$ cat src/rtl/prog_loader_ctrl_pkg.sv
// Shared types and constants for the Minisys program loader.
// State encoding, frame command bytes and byte-lane width.
package loader_pkg;

  typedef enum logic [2:0] {
    RUN,
    IDLE,
    CNT_LO,
    CNT_HI,
    DATA
  } state_t;

  localparam logic [7:0] CMD_IMEM = 8'hA5;
  localparam logic [7:0] CMD_DMEM = 8'h5A;
  localparam int         LANE_W   = 2;

  function automatic logic is_cmd(input logic [7:0] b);
    return (b == CMD_IMEM) || (b == CMD_DMEM);
  endfunction

endpackage

$ cat src/rtl/prog_loader_ctrl_if.sv
// UART-side inputs and memory write-port outputs of the loader.
// No backpressure: the UART strobes and the loader must keep up every cycle.
interface prog_loader_ctrl_if #(
  parameter int ADDR_W = 14
);
  logic              mode_load;
  logic              rx_valid;
  logic [7:0]        rx_byte;
  logic              cpu_rst;
  logic              imem_we;
  logic              dmem_we;
  logic [ADDR_W-1:0] mem_addr;
  logic [31:0]       mem_wdata;
  logic              busy;
  logic              done;
  logic              err;

  modport master (
    input  mode_load, rx_valid, rx_byte,
    output cpu_rst, imem_we, dmem_we, mem_addr, mem_wdata, busy, done, err
  );

  modport slave (
    output mode_load, rx_valid, rx_byte,
    input  cpu_rst, imem_we, dmem_we, mem_addr, mem_wdata, busy, done, err
  );
endinterface

$ cat src/rtl/prog_loader_ctrl_rx_word_packer.sv
// Assembles little-endian bytes into 32-bit words; word_valid is combinational
// with the 4th byte so the write can be registered on the same edge.
module rx_word_packer
  import loader_pkg::*;
(
  input  logic        clock,
  input  logic        reset,
  input  logic        clear,
  input  logic        byte_valid,
  input  logic [7:0]  din,
  output logic        word_valid,
  output logic [31:0] word
);

  logic [LANE_W-1:0] lane;
  logic [23:0]       shreg;

  // Only the three earlier bytes need storing; the 4th comes straight from din.
  assign word_valid = byte_valid && !clear && (lane == '1);
  assign word       = {din, shreg};

  always_ff @(posedge clock or posedge reset) begin
    if (reset) begin
      lane  <= '0;
      shreg <= '0;
    end else if (clear) begin
      lane  <= '0;
    end else if (byte_valid) begin
      lane  <= lane + 1'b1;
      shreg <= {din, shreg[23:8]};
    end
  end

endmodule

$ cat src/rtl/prog_loader_ctrl.sv
// Holds the CPU in reset while UART frames are written into imem/dmem.
// Writes are registered on the edge accepting each word's 4th byte.
module prog_loader_ctrl
  import loader_pkg::*;
#(
  parameter int ADDR_W      = 14,
  parameter int TIMEOUT_CYC = 1_000_000
) (
  input logic               clock,
  input logic               reset,
  prog_loader_ctrl_if.master bus
);

  localparam int               TMR_W    = $clog2(TIMEOUT_CYC + 1);
  localparam logic [TMR_W-1:0] TMR_LAST = TMR_W'(TIMEOUT_CYC - 1);

  state_t            state;
  logic [15:0]       n_q;
  logic [15:0]       wcnt;
  logic [ADDR_W-1:0] addr;
  logic [TMR_W-1:0]  tmr;
  logic              tgt_imem;

  logic              cpu_rst_q;
  logic              imem_we_q;
  logic              dmem_we_q;
  logic [ADDR_W-1:0] mem_addr_q;
  logic [31:0]       mem_wdata_q;
  logic              done_q;
  logic              err_q;

  logic              in_frame;
  logic              abort;
  logic              tmo;
  logic              cmd_ok;
  logic              pk_clr;
  logic              pk_vld;
  logic              word_valid;
  logic [31:0]       word;

  // Any code other than RUN/IDLE counts as in-frame so a corrupted state still aborts.
  assign in_frame = (state != RUN) && (state != IDLE);
  assign abort    = in_frame && !bus.mode_load;
  assign tmo      = in_frame && bus.mode_load && !bus.rx_valid && (tmr == TMR_LAST);
  assign cmd_ok   = (state == IDLE) && bus.mode_load && bus.rx_valid && is_cmd(bus.rx_byte);
  assign pk_clr   = cmd_ok || abort || tmo;
  assign pk_vld   = (state == DATA) && bus.mode_load && bus.rx_valid;

  rx_word_packer u_pack (
    .clock      (clock),
    .reset      (reset),
    .clear      (pk_clr),
    .byte_valid (pk_vld),
    .din        (bus.rx_byte),
    .word_valid (word_valid),
    .word       (word)
  );

  always_ff @(posedge clock or posedge reset) begin
    if (reset) begin
      state       <= RUN;
      cpu_rst_q   <= 1'b1;
      imem_we_q   <= 1'b0;
      dmem_we_q   <= 1'b0;
      mem_addr_q  <= '0;
      mem_wdata_q <= '0;
      done_q      <= 1'b0;
      err_q       <= 1'b0;
      n_q         <= '0;
      wcnt        <= '0;
      addr        <= '0;
      tmr         <= '0;
      tgt_imem    <= 1'b0;
    end else begin
      imem_we_q <= 1'b0;
      dmem_we_q <= 1'b0;
      // Address advances the cycle after a write; a new command below overrides it.
      if (imem_we_q || dmem_we_q) addr <= addr + 1'b1;

      unique case (state)
        RUN: begin
          cpu_rst_q <= bus.mode_load;
          if (bus.mode_load) state <= IDLE;
        end
        IDLE: begin
          if (!bus.mode_load) begin
            state     <= RUN;
            cpu_rst_q <= 1'b0;
          end else if (cmd_ok) begin
            state    <= CNT_LO;
            tgt_imem <= (bus.rx_byte == CMD_IMEM);
            done_q   <= 1'b0;
            err_q    <= 1'b0;
            addr     <= '0;
            wcnt     <= '0;
            tmr      <= '0;
          end else if (bus.rx_valid) begin
            err_q <= 1'b1;
          end
        end
        default: begin
          if (abort) begin
            state     <= RUN;
            cpu_rst_q <= 1'b0;
            err_q     <= 1'b1;
          end else if (tmo) begin
            state <= IDLE;
            err_q <= 1'b1;
          end else if (!bus.rx_valid) begin
            tmr <= tmr + 1'b1;
          end else begin
            tmr <= '0;
            case (state)
              CNT_LO: begin
                n_q[7:0] <= bus.rx_byte;
                state    <= CNT_HI;
              end
              CNT_HI: begin
                n_q[15:8] <= bus.rx_byte;
                if ({bus.rx_byte, n_q[7:0]} == 16'd0) begin
                  state  <= IDLE;
                  done_q <= 1'b1;
                end else begin
                  state <= DATA;
                end
              end
              default: begin
                if (word_valid) begin
                  imem_we_q   <= tgt_imem;
                  dmem_we_q   <= !tgt_imem;
                  mem_addr_q  <= addr;
                  mem_wdata_q <= word;
                  wcnt        <= wcnt + 16'd1;
                  if (wcnt + 16'd1 == n_q) begin
                    state  <= IDLE;
                    done_q <= 1'b1;
                  end
                end
              end
            endcase
          end
        end
      endcase
    end
  end

  assign bus.cpu_rst   = cpu_rst_q;
  assign bus.imem_we   = imem_we_q;
  assign bus.dmem_we   = dmem_we_q;
  assign bus.mem_addr  = mem_addr_q;
  assign bus.mem_wdata = mem_wdata_q;
  assign bus.busy      = in_frame;
  assign bus.done      = done_q;
  assign bus.err       = err_q;

endmodule

$ cat src/flat_wrapper.sv
// flat-port wrapper written by rule: the top's interface ports become plain ports
module prog_loader_ctrl_flat import loader_pkg::*;
#(
  parameter int ADDR_W      = 14,
  parameter int TIMEOUT_CYC = 1_000_000
)
  (clock, reset, bus_mode_load, bus_rx_valid, bus_rx_byte, bus_cpu_rst, bus_imem_we, bus_dmem_we, bus_mem_addr, bus_mem_wdata, bus_busy, bus_done, bus_err);
  prog_loader_ctrl_if #(.ADDR_W(ADDR_W)) bus_i ();
  input logic clock;
  input logic reset;
  input wire logic [$bits(bus_i.mode_load)-1:0] bus_mode_load;
  input wire logic [$bits(bus_i.rx_valid)-1:0] bus_rx_valid;
  input wire logic [$bits(bus_i.rx_byte)-1:0] bus_rx_byte;
  output wire logic [$bits(bus_i.cpu_rst)-1:0] bus_cpu_rst;
  output wire logic [$bits(bus_i.imem_we)-1:0] bus_imem_we;
  output wire logic [$bits(bus_i.dmem_we)-1:0] bus_dmem_we;
  output wire logic [$bits(bus_i.mem_addr)-1:0] bus_mem_addr;
  output wire logic [$bits(bus_i.mem_wdata)-1:0] bus_mem_wdata;
  output wire logic [$bits(bus_i.busy)-1:0] bus_busy;
  output wire logic [$bits(bus_i.done)-1:0] bus_done;
  output wire logic [$bits(bus_i.err)-1:0] bus_err;
  assign bus_i.mode_load = bus_mode_load;
  assign bus_i.rx_valid = bus_rx_valid;
  assign bus_i.rx_byte = bus_rx_byte;
  assign bus_cpu_rst = bus_i.cpu_rst;
  assign bus_imem_we = bus_i.imem_we;
  assign bus_dmem_we = bus_i.dmem_we;
  assign bus_mem_addr = bus_i.mem_addr;
  assign bus_mem_wdata = bus_i.mem_wdata;
  assign bus_busy = bus_i.busy;
  assign bus_done = bus_i.done;
  assign bus_err = bus_i.err;
  prog_loader_ctrl #(.ADDR_W(ADDR_W), .TIMEOUT_CYC(TIMEOUT_CYC)) u_core (.clock(clock), .reset(reset), .bus(bus_i));
endmodule
$ cat config.mk
export PLATFORM = sky130hd
export DESIGN_NAME = prog_loader_ctrl_flat
export DESIGN_NICKNAME = d
export VERILOG_FILES = /design/src/rtl/prog_loader_ctrl_pkg.sv /design/src/rtl/prog_loader_ctrl_if.sv /design/src/rtl/prog_loader_ctrl_rx_word_packer.sv /design/src/rtl/prog_loader_ctrl.sv /design/src/flat_wrapper.sv
export SDC_FILE = /design/constraint.sdc
export NUM_CORES = 1
export LEC_CHECK = 0
export CORE_MARGIN = 10
export CORE_UTILIZATION = 52
export DETAILED_ROUTE_END_ITERATION = 16
export GPL_ROUTABILITY_DRIVEN = 0
export PLACE_DENSITY_LB_ADDON = 0.05
export SLEW_MARGIN = 20
export SYNTH_ARGS = -nofsm -noshare
export SYNTH_HDL_FRONTEND = slang
export SYNTH_HIERARCHICAL = 1
export SYNTH_SLANG_ARGS = --single-unit
$ cat constraint.sdc
create_clock -name clock -period 3.7 [get_ports clock]
set_input_delay 0.37 -clock clock [delete_from_list [all_inputs] [get_ports clock]]
set_output_delay 0.37 -clock clock [all_outputs]
set_load 0.03 [all_outputs]
# [After elaboration in Yosys (flattened, before gate mapping)]
# Index checks and enable logic that the tools add are counted.
# W data, S select, Z words.
[classes] n_addsub=4 mux=62 eq_ne=21 bitwise=6 reduce_logical=46
[op_table] cell="$mux W16" n=7
[op_table] cell="$mux W20" n=5
[op_table] cell="$mux W14" n=4
[op_table] cell="$pmux W20 S2" n=1
[op_table] cell="$pmux W16 S2" n=1
[op_table] cell="$mux W1" n=27
[op_table] cell="$mux W3" n=9
[op_table] cell="$add A20 B1 Y20 const B" n=1
[op_table] cell="$eq A20 B20 Y1 const B" n=1
[op_table] cell="$reduce_and A5 Y1" n=4
[op_table] cell="$add A16 B1 Y16 const B" n=1
[op_table] cell="$eq A16 B16 Y1" n=1
[op_table] cell="$logic_not A16 Y1" n=1
[op_table] cell="$reduce_bool A3 Y1" n=5
[op_table] cell="$add A14 B1 Y14 const B" n=1
[op_table] cell="$reduce_bool A7 Y1" n=2
[op_table] cell="$logic_and A1 B1 Y1" n=12
[op_table] cell="$pmux W3 S2" n=2
[op_table] cell="$ne A2 B2 Y1 const B" n=5
[op_table] cell="$reduce_and A10 Y1" n=1
[op_table] cell="$eq A8 B7 Y1 const B" n=1
[op_table] cell="$eq A8 B8 Y1 const B" n=1
[op_table] cell="$pmux W1 S2" n=4
[op_table] cell="$reduce_and A8 Y1" n=1
[op_table] cell="other kinds (20)" n=41
[word_totals] elab_cells=155 reg_bits=147

# [Longest topological paths before layout]
[depth] depth_word=15 depth_mapped=15

# [By module]
# The synthesis kept the hierarchy.
[by_module_without_submodules] mod="prog_loader_ctrl" area_each_um2=6079.6 seq_area_each_um2=3029.2 cells_each=668 n_inst=1
[by_module_without_submodules] mod="rx_word_packer" area_each_um2=1166.1 seq_area_each_um2=650.6 cells_each=69 n_inst=1

# [Worst setup path after synthesis]
# No wires, ideal clock.
[synth_path] path_kind="input -> register" startpoint="input port bus_rx_valid" endpoint="register u_core.state[0]" t_required_ns=3.561 setup_time_ns=0.139 arrival_time_ns=3.246 cell_stages=13 slack_ns=0.315 path_cell_list="clkbuf_1 -> nand2_1 -> nor4b_1 -> nor2b_4 -> buf_6 -> buf_12 -> and2_1 -> o2111ai_1 -> a311oi_1 -> nand4b_1 -> nor4b_4 -> nor3b_1 -> or4_1"
[synth_between] word_cells_on_any_way=19
[synth_lines] element="start, declared" line="flat_wrapper.sv:12" text="input wire logic [$bits(bus_i.rx_valid)-1:0] bus_rx_valid;"
[synth_lines] element="$logic_and A1 B1 Y1" line="prog_loader_ctrl.sv:47" text="assign pk_vld = (state == DATA) && bus.mode_load && bus.rx_valid;"
[synth_lines] element="named net u_core.pk_vld" line="prog_loader_ctrl.sv:37" text="logic pk_vld;"
[synth_lines] element="$logic_and A1 B1 Y1 (2 in a row)" line="prog_loader_ctrl_rx_word_packer.sv:19" text="assign word_valid = byte_valid && !clear && (lane == '1);"
[synth_lines] element="named net u_core.word_valid" line="prog_loader_ctrl.sv:38" text="logic word_valid;"
[synth_lines] element="$reduce_bool A7 Y1 (no source line)"
[synth_lines] element="$reduce_and A5 Y1 (no source line)"
[synth_lines] element="end signal, assigned" line="prog_loader_ctrl.sv:61" text="state <= RUN;"
[synth_lines] element="end signal, assigned" line="prog_loader_ctrl.sv:83" text="if (bus.mode_load) state <= IDLE;"
[synth_lines] element="end signal, assigned" line="prog_loader_ctrl.sv:87" text="state <= RUN;"
[synth_lines] element="end, declared" line="prog_loader_ctrl.sv:17" text="state_t state;"
# The timed path passes the listed nets, and every way through them passes these cells.
# A chain may end at the register's enable or synchronous reset.

# [Worst setup path after layout]
[layout_path] startpoint="register u_core.tmr[0]" endpoint="register u_core.state[0]"
[layout_between] elab_chain_cells=8 word_cells_on_any_way=13
[layout_lines] element="start, declared" line="prog_loader_ctrl.sv:21" text="logic [TMR_W-1:0] tmr;"
[layout_lines] element="start signal, assigned" line="prog_loader_ctrl.sv:110" text="tmr <= tmr + 1'b1;"
[layout_lines] element="$eq A20 B20 Y1" line="prog_loader_ctrl.sv:44" text="assign tmo = in_frame && bus.mode_load && !bus.rx_valid && (tmr == TMR_LAST);"
[layout_lines] element="$logic_and A1 B1 Y1" line="prog_loader_ctrl.sv:44"
[layout_lines] element="$logic_or A1 B1 Y1" line="prog_loader_ctrl.sv:46" text="assign pk_clr = cmd_ok || abort || tmo;"
[layout_lines] element="named net u_core.pk_clr" line="prog_loader_ctrl.sv:36" text="logic pk_clr;"
[layout_lines] element="$logic_not A1 Y1" line="prog_loader_ctrl_rx_word_packer.sv:19"
[layout_lines] element="$logic_and A1 B1 Y1 (2 in a row)" line="prog_loader_ctrl_rx_word_packer.sv:19"
[layout_lines] element="named net u_core.word_valid" line="prog_loader_ctrl.sv:38"
[layout_lines] element="$reduce_bool A7 Y1 (no source line)"
[layout_lines] element="$reduce_and A5 Y1 (no source line)"
# The timed path passes the listed nets, and every way through them passes these cells.

==> out/qor.txt <==
status: finished, final reports clean
IO Port Bufs: 63
Slew Limit Headroom: 35.64%
largest cells by area after synthesis: dfrtp_1, nand2_1, mux2_4
Skew-Pair Late Insertion Delay: 0.42 ns
min-delay worst type: in -> async
unrepaired setup endpoints after global routing: no
endpoint class of the critical path: register
static leakage: 3.927 nW
vias in the first global route: 5,393
DR vias: 5,598
Critical R2R Capture: u_core/state[0]
Max-Cap Viols: 0
Worst Max-Slew Pin Slew: 0.9594 ns
Fin Clk Skew: 0.01206 ns
CTS Sinks: 147
Seq/Total Area, Yosys: 50.79%
NetSw: 0.0009223 W
Synth top area share: 50.42%
Setup violations, final: 0
cts repair resizes: 0
Layout Utilization: 62.15%
worst r2r src: u_core/tmr[0]
Power Density: 414.4 nW/µm²
clock-pin transition on the worst setup and hold timing paths: 0.06 ns
Num CTS Buffers: 17
slowest CP cell: or4_1
# diodes: 0
# rows: 43
Seq cells post-synth: 147
worst reg2reg setup slack: 0.28 ns
setup TNS: 0 ns
Initial DRC Count: 395
Post-Syn Nets: 753
crit path launch: u_core/tmr[0]
Worst path top cell family by delay: simple AND/OR/NAND/NOR gates
highest-count cells in the layout ignoring fill and taps: nand2_1, dfrtp_1, nor2_1
Post-CTS Setup Repair Bufs: 0
Flop pwr share: 48.3%
Levels on crit path: 13
GRT Total Usage: 17.49%
CP Cell Sequence: ha_1 -> and3_1 -> and4_1 -> nand3_1 -> o211ai_1 -> nor2b_4 -> and2_1 -> o2111ai_1 -> a311oi_1 -> nand4b_1 -> nor4b_4 -> nor3b_1 -> or4_1
Post-CTS Hold Buffers: 0
share of post-route cells with drive strength above 1: 14.39%
CTS tree: done
H-tree levels: 4
Critical Path Start Type: register
Nets: 816
EDFF count, synth: 0
synthesized cell area: 7246 µm²
Tcrit/Tclk final: 92.34%
initial cell density of the core: 52.61%
CP required: 3.99 ns
first-pass GRT wire length: 28.05 mm
initial antenna violation count: 0
CP max stage delay: 0.47 ns
final worst-path setup slack: 0.2834 ns
die height: 138.0 µm
Die Area: 19,060 µm²
Core ar.: 13,770 µm²
Yosys warnings: 6
max-slew violation count: 0
synth-to-layout area growth: 18.15%
Vias/cell: 5.637
Post-synth ARST share: 100.0%
most common cell after layout, fill and taps aside: nand2_1
Detailed Place HPWL: 11.60 mm
combinational share of power: 6.8%
# IOs: 64
DR WL/cell: 16.81 µm
WS Path Type: reg -> reg
DRC Markers: 0
first-pass iteration count of the detailed router: 5
Sw Share: 26.00%
Max FO, Critical Path: 5
root buffer cell: clkbuf_16
die width: 138.0 µm
Yosys top cell by area: dfrtp_1
synthesized instance count: 737
f_max: 292.7 MHz
Data arrival, critical path: 3.71 ns
Bufs and invs on worst path: 0
Fin. Hold Viols: 0
Final min period: 3.417 ns
VDD IR max: 0.2744 mV
worst setup path endpoint: u_core/state[0]
post-route ant nets: 0
Mapped Avg Cell Area: 9.831 µm²
P_int: 0.002625 W
main flop type after synthesis: dfrtp_1
total grt overflow: 0
worst-case clock buffer depth: 2
Netlist cell types: 67
length in cells of the worst reg-to-reg path: 13
clock share of power: 44.9%
largest net degree at the start of global routing: 57
worst slack, placed: 0.06709 ns
WL final: 16.70 mm
-- Yosys cell counts (3+ instances only) --
cell and count:
o21ai_0 40, mux2_2 22, and4_1 3, inv_1 10, clkbuf_1 16, or3_1 3, clkbuf_8 4, dfrtp_1 146
a31oi_1 3, nand3_1 20, or4_1 3, o31ai_1 6, a21oi_1 17, buf_2 3, nor3_1 9, nand2_1 177
buf_1 5, o22ai_1 3, nor2_1 68, and3_1 16, xor2_1 16, nor4_1 13, nand4_1 12, and2_1 5
nand2b_1 5, mux2_4 19, ha_1 4, buf_4 9, a211o_1 3, xnor2_1 28
-- metrics by stage --
step | std cells | power [W] | hold slack, ns | area, µm²
floorplan | 737 | 0.001906 | 0.4100 | 7246
global placement | 961 | 0.001976 | 0.4578 | 8013
detailed placement | 961 | 0.001982 | 0.4619 | 8013
CTS | 993 | 0.003585 | 0.4728 | 8561
global route | 993 | 0.003695 | 0.4970 | 8561
finish | 993 | 0.003548 | 0.4567 | 8561
-- layer usage --
metal  vias up  GRT usage [%]  part of all wire (%)
met4         0          5.549                   1.2
met2       134          27.08                    47
met5         -              0                     0
li1       2651              -                     -
met1      2799          23.75                    47
met3        14          4.007                   4.5
-- power by group through the flow --
stage / combinational, W / sequential (W) / clock [W]
global route: 0.000273 / 0.00172 / 0.00170
finish: 0.000240 / 0.00171 / 0.00159
CTS: 0.000242 / 0.00171 / 0.00163
global placement: 0.000237 / 0.00174 / 0
detailed placement: 0.000241 / 0.00174 / 0
floorplan: 0.000179 / 0.00173 / 0
-- cell type report --
cell class / instances / area, µm²
Sequential cell: 147 / 3680
Clock inverter: 15 / 122.6
Fill cell: 1158 / 5213
Inverter: 10 / 40.04
Multi-Input combinational cell: 538 / 3252
Tap cell: 180 / 225.2
Timing Repair Buffer: 86 / 815.8
Clock buffer: 17 / 425.4
-- worst reg2reg max path: cells and delay by family (launching register included) --
kind / cells / cell delay [ns]
and+or+nand+nor: 9 / 2.04
DFF: 1 / 0.43
AOI/OAI and AO/OA: 3 / 0.59
adders and majority gates: 1 / 0.25
-- sequential cells by signal, indices dropped and copies added, names as in the netlist --
name	count
u_core/bus.mem_wdata	32
u_core/u_pack/shreg	24
u_core/tmr	20
u_core/n_q	16
u_core/wcnt	16
u_core/addr	14
u_core/bus.mem_addr	14
u_core/state	3
u_core/u_pack/lane	2
u_core/bus.cpu_rst	1
u_core/bus.dmem_we	1
u_core/bus.done	1
u_core/bus.err	1
u_core/bus.imem_we	1
u_core/tgt_imem	1
-- worst min path at each step --
stage               slack [ns]  cells past startpoint                       to               startpoint
floorplan                 0.41                      1    u_core/u_pack/lane[0]                    reset
global placement          0.46                      2  u_core/bus.mem_wdata[2]  u_core/bus.mem_wdata[2]
detailed placement        0.46                      2  u_core/bus.mem_wdata[4]  u_core/bus.mem_wdata[4]
CTS                       0.47                      2  u_core/bus.mem_wdata[0]                    reset
global route              0.50                      2   u_core/bus.mem_addr[7]   u_core/bus.mem_addr[7]
finish                    0.46                      2   u_core/u_pack/shreg[5]                    reset
-- logic make-up after synthesis --
logic type	Yosys count	share of synthesized area, %
mux	43	7.633
simple gates	357	23.74
xor+xnor	44	5.319
fa+ha+maj	4	0.6908
compound gates	90	7.391
flops	147	50.79
buf+inv	52	4.438
Power figures use the tool's default switching activity.
==> patch 1 (config.mk and constraints unchanged) <==
The package constant `LANE_W` goes from 2 to 4.
--- a/src/rtl/prog_loader_ctrl_pkg.sv
+++ b/src/rtl/prog_loader_ctrl_pkg.sv
@@ -14,3 +14,3 @@
   localparam logic [7:0] CMD_DMEM = 8'h5A;
-  localparam int         LANE_W   = 2;
+  localparam int         LANE_W   = 4;
 
Behaviour: not the same (a bounded check fails within 10 cycles, from zero or initial values and one cycle with reset high).
==> patch 1 against the unedited design <==
- global-route usage up 0.66 points
- cell area up 2.2%
- sequential cell count up 2
- area after synthesis up 1.6%
- largest power group unchanged
- setup slack better by 61 ps
- power up 3.7%
- critical path depth unchanged
- routed wire length up 4.7%
==> patch 1: results (changes against the unedited design) <==
* Placement Cell Area at 8170 um2 (+2.0%)
* 1st-pass router iterations at 5 (unchanged)
* Warnings, synthesis at 6 (unchanged)
* Syn Nets at 763 (+1.3%)
* Power Density at 421 nW/um2 (+1.5%)
* Reg2reg path depth at 13 (unchanged)
* Average wire per standard cell at 17.4 um (+3.6%)
* Syn Area/Cell at 9.85 um2 (+0.21%)
* Max-area cell class: sequential cells
* Leading post-synthesis cells by cell area: dfrtp_1 50%, nand2_1 9.0%, mux2_4 3.9%, mux2_2 3.5%, nor2_1 3.5%
* Internal at 2.80 mW (+6.8%)
* WP data arrival at 3650 ps (-60 ps)
* Layout clock buffers at 19 (+2)
* DR iter-0 viols at 370 (-6.3%)
* Bufs w/o clock at 90 (+4.7%)
* Clk_skew at 8.08 ps (-3.98 ps)
* Vias per inst at 5.68 (+0.76%)
* Half-perimeter wire length after placement at 12.2 mm (+4.9%)
* Hold slack at 467 ps (+10.7 ps)
* Share of cells above drive strength 1 at 0.148 (+0.00415)
* Leakage power at 4.02 nW (+2.4%)
* Status: finished, final reports clean
* Post-synth top cells: 177 x nand2_1, 148 x dfrtp_1, 69 x nor2_1, 40 x o21ai_0, 28 x xnor2_1
* Multi-input combinational area share at 0.378 (-0.00220)
* Seq Cell Count at 149 (+1.4%)
* Storage cell area at 3730 um2 (+1.4%)
* Largest net degree at the start of global routing at 55 (-3.5%)
* Worst Tran Pin Value at 885 ps (-74.3 ps)
* Total Routing Usage GR at 0.181 (+0.00655)
* Clock-cell share at 0.0662 (+0.00219)
* Setup slack, reg-to-reg at 340 ps (+60 ps)
* Fraction of area in non-clock buffers at 0.0995 (+0.00423)
* Max FO, Critical Path at 5 (unchanged)
* Fill count at 1,157 (-0.086%)
* CP max-delay cell: or4_1
* Peak VDD IR at 300 uV (+9.2%)
* Yosys cell types at 69 (+3.0%)
* Vias in the first global route at 5,576 (+3.4%)
patch 1: cell types whose count changed in the layout (fill, tap and decap cells not counted), moves of 2 or more:
| cell | change |
|---|---|
| clkinv_4 | -3 |
| inv_6 | -3 |
| buf_12 | +2 |
| buf_4 | +2 |
| bufinv_16 | +2 |
| clkbuf_8 | +2 |
| dfrtp_1 | +2 |
patch 1: power groups by stage:
| stage | Combinational (mW) | Sequential, mW | Clock (mW) |
|---|---|---|---|
| finish | 0.258 | 1.73 | 1.69 |
| global route | 0.290 | 1.74 | 1.79 |
| CTS | 0.260 | 1.73 | 1.73 |
| detailed placement | 0.258 | 1.76 | 0 |
| global placement | 0.253 | 1.76 | 0 |
| floorplan | 0.179 | 1.75 | 0 |
patch 1: stage by stage:
stage / power (mW) / worst slack (ps) / std cells
2_1_floorplan: 1.93 / 117 / 747
3_3_place_gp: 2.01 / 133 / 974
3_5_place_dp: 2.01 / 73.8 / 974
4_1_cts: 3.71 / 338 / 1004
5_1_grt: 3.82 / 115 / 1004
6_report: 3.68 / 344 / 1004
patch 1: routing by layer:
layer / GRT usage / vias to the layer above / wire [um]
met5: 0 / - / 0
met3: 0.0401 / 24 / 777
met4: 0.0604 / 0 / 300
met1: 0.240 / 2847 / 8060
li1: - / 2686 / -
met2: 0.289 / 146 / 8340
patch 1: kinds of logic after synthesis:
group | count (synthesis) | share of synthesized area
AOI/OAI and AO/OA | 92 | 0.0748
xor gates and xnor gates | 44 | 0.0524
adders and majority gates | 4 | 0.00680
buffers and inverters | 53 | 0.0452
DFF | 149 | 0.507
muxes | 44 | 0.0767
and+or+nand+nor | 361 | 0.237
==> patch 2 (same flow settings) <==
Made on the original files. Reset style: synchronous (`reset`), changed in 2 clocked blocks.
--- a/src/rtl/prog_loader_ctrl_rx_word_packer.sv
+++ b/src/rtl/prog_loader_ctrl_rx_word_packer.sv
@@ -21,3 +21,3 @@
 
-  always_ff @(posedge clock or posedge reset) begin
+  always_ff @(posedge clock) begin
     if (reset) begin
--- a/src/rtl/prog_loader_ctrl.sv
+++ b/src/rtl/prog_loader_ctrl.sv
@@ -58,3 +58,3 @@
 
-  always_ff @(posedge clock or posedge reset) begin
+  always_ff @(posedge clock) begin
     if (reset) begin
Formal check against the unedited RTL: differs if reset is asserted again (counterexample within 4 cycles, from zero or initial values and one cycle with reset high); with reset held inactive, the same outputs for 4 cycles.
==> patch 2 against the unedited design <==
- cell area down 6.3%
- setup slack improved by 240 ps
- via count grew 1.0%
- routed wire length shrank 4.6%
- critical path depth down 1
- hold slack got worse by 140 ps
- power down 2.0%
- area after synthesis fell by 6.5%
- clock skew decreased by 4.3 ps
- sequential cell count is the same
- maximum frequency up 7.7%
- sequential share of layout area is 6.3 points lower
- critical endpoint is now u_core/bus.mem_addr[1]$_SDFFE_PP0P_
==> patch 2: results (changes against the unedited design) <==
* Status: finished, final reports clean
* DR iter-0 viols at 421 (+6.6%)
* Setup bufs post-CTS at 0 (unchanged)
* Clk_skew at 7.76 ps (-4.30 ps)
* Share of cells above drive strength 1 at 0.0849 (-0.0590)
* Seq/Total Area, Yosys at 0.434 (-0.0736)
* Power Density at 434 nW/um2 (+4.6%)
* 1st-pass router iterations at 5 (unchanged)
* Ant diodes at 0 (unchanged)
* Hold_sp: reset
* Ys async rst share at 0 (-1.00)
* Vias per inst at 5.54 (-1.7%)
* Clk root buf: clkbuf_16
* Nets at 851 (+4.3%)
* Total Routing Usage GR at 0.179 (+0.00433)
* Cts repair resizes at 0 (unchanged)
* P_comb at 0.207 mW (-14%)
* WL met1 at 7.32 mm (-6.6%)
* Met2 usage in global routing at 0.289 (+0.0185)
* Switching power total at 0.854 mW (-7.5%)
* Final wirelength at 15.9 mm (-4.6%)
* RR Startpoint: u_core/state[1]$_SDFFE_PP0P_
* Half-perimeter wire length after placement at 11.2 mm (-3.6%)
* Met3 WL post-DR at 817 um (+8.9%)
* Sequential Power Share at 0.464 (-0.019)
* Number of flip-flops in the largest register at 32 (unchanged)
* H-tree Lvls at 4 (unchanged)
* Syn Nets at 811 (+7.7%)
* Hold Path Cell Cnt at 3
* Warnings, synthesis at 6 (unchanged)
* WP data arrival at 3500 ps (-210 ps)
* WL met2 at 7.62 mm (-3.6%)
* Met1 GRT Util at 0.229 (-0.00887)
* Setup slack, reg-to-reg at 540 ps (+260 ps)
* Peak VDD IR at 355 uV (+29%)
* Leading post-synthesis cells by cell area: dfxtp_1 43%, nand2_1 7.3%, a21oi_1 5.4%, mux2i_1 4.9%, nor2_1 4.2%
* Initial antenna violation count at 0 (unchanged)
* Port Buf Inserts at 63 (unchanged)
* Worst skew pair latency at ~410 ps
* Num CTS Buffers at 17 (unchanged)
* Post-synth top cells: 147 x dfxtp_1, 132 x nand2_1, 76 x nor2_1, 73 x a21oi_1, 33 x mux2i_1
* Top FF cell, synth: dfxtp_1
* Vias in the first global route at 5,358 (-0.65%)
* Worst r2r dst: u_core/wcnt[3]$_SDFFE_PP0P_
* Met3 usage at 0.0519 (+0.0118)
* Clk slew on worst S/H paths at 60 ps (about the same)
* First-pass GRT wire length at 26.7 mm (-4.8%)
* Leakage power at 2.83 nW (-28%)
* CTS max path bufs at 2 (unchanged)
* Worst Hold Endpoint: u_core/bus.cpu_rst$_SDFFE_PP1P_
* Yosys cell types at 68 (+1.5%)
* Largest net degree at the start of global routing at 71 (+25%)
* Worst Hold Class: in -> reg
* Worst Tran Pin Value at 661 ps (-299 ps)
* Reg2reg path depth at 13 (unchanged)
* Max FO, Critical Path at 29 (+24)
[patch 2: cells by family after synthesis]
| family | synth area share |
|---|---|
| AO/OA/AOI/OAI | 0.120 |
| XOR/XNOR | 0.0595 |
| adder cells (fa/ha/maj) | 0.00739 |
| buffers and inverters | 0.0497 |
| flip-flops | 0.434 |
| multiplexers | 0.0487 |
| AND/OR/NAND/NOR | 0.280 |
[patch 2: critical path, cell delays in order]
cell and delay (ps):
clkdlybuf4s50_1 580, and4_1 290, and2_1 180, o21ai_0 320, nand2_1 170, nor2b_4 140, and2_1 160, and3_1 240
and2_2 400, buf_4 390, nand2_1 110, a21oi_1 160
[patch 2: area by class of cell]
type / count / area (um2)
well taps: 172 / 215
multi-input cells: 583 / 3510
fillers: 1136 / 4650
inverters: 8 / 30.0
repair buffers: 78 / 751
flip-flops and latches: 147 / 2940
clock inverters: 14 / 143
clock buffers: 18 / 429
[patch 2: metrics by stage]
step,hold WS [ps],cells,cell area [um2],setup slack [ps]
floorplan,432,795,6780,666
global placement,438,988,7450,190
detailed placement,445,988,7450,172
CTS,295,1020,8020,539
global route,331,1020,8020,319
finish,316,1020,8020,527
[patch 2: how the worst max path moves through the flow]
stage,startpoint,endpoint,depth (start not counted)
floorplan,u_core/state[2]$_SDFFE_PP0P_,u_core/bus.mem_addr[13]$_SDFFE_PP0P_,16
detailed placement,bus_rx_byte[6],u_core/bus.mem_wdata[17]$_SDFFE_PP0P_,12
global route,u_core/state[1]$_SDFFE_PP0P_,u_core/wcnt[3]$_SDFFE_PP0P_,13
global placement,bus_rx_byte[6],u_core/state[1]$_SDFFE_PP0P_,13
finish,bus_rx_byte[6],u_core/bus.mem_addr[1]$_SDFFE_PP0P_,12
CTS,u_core/state[1]$_SDFFE_PP0P_,u_core/wcnt[3]$_SDFFE_PP0P_,13
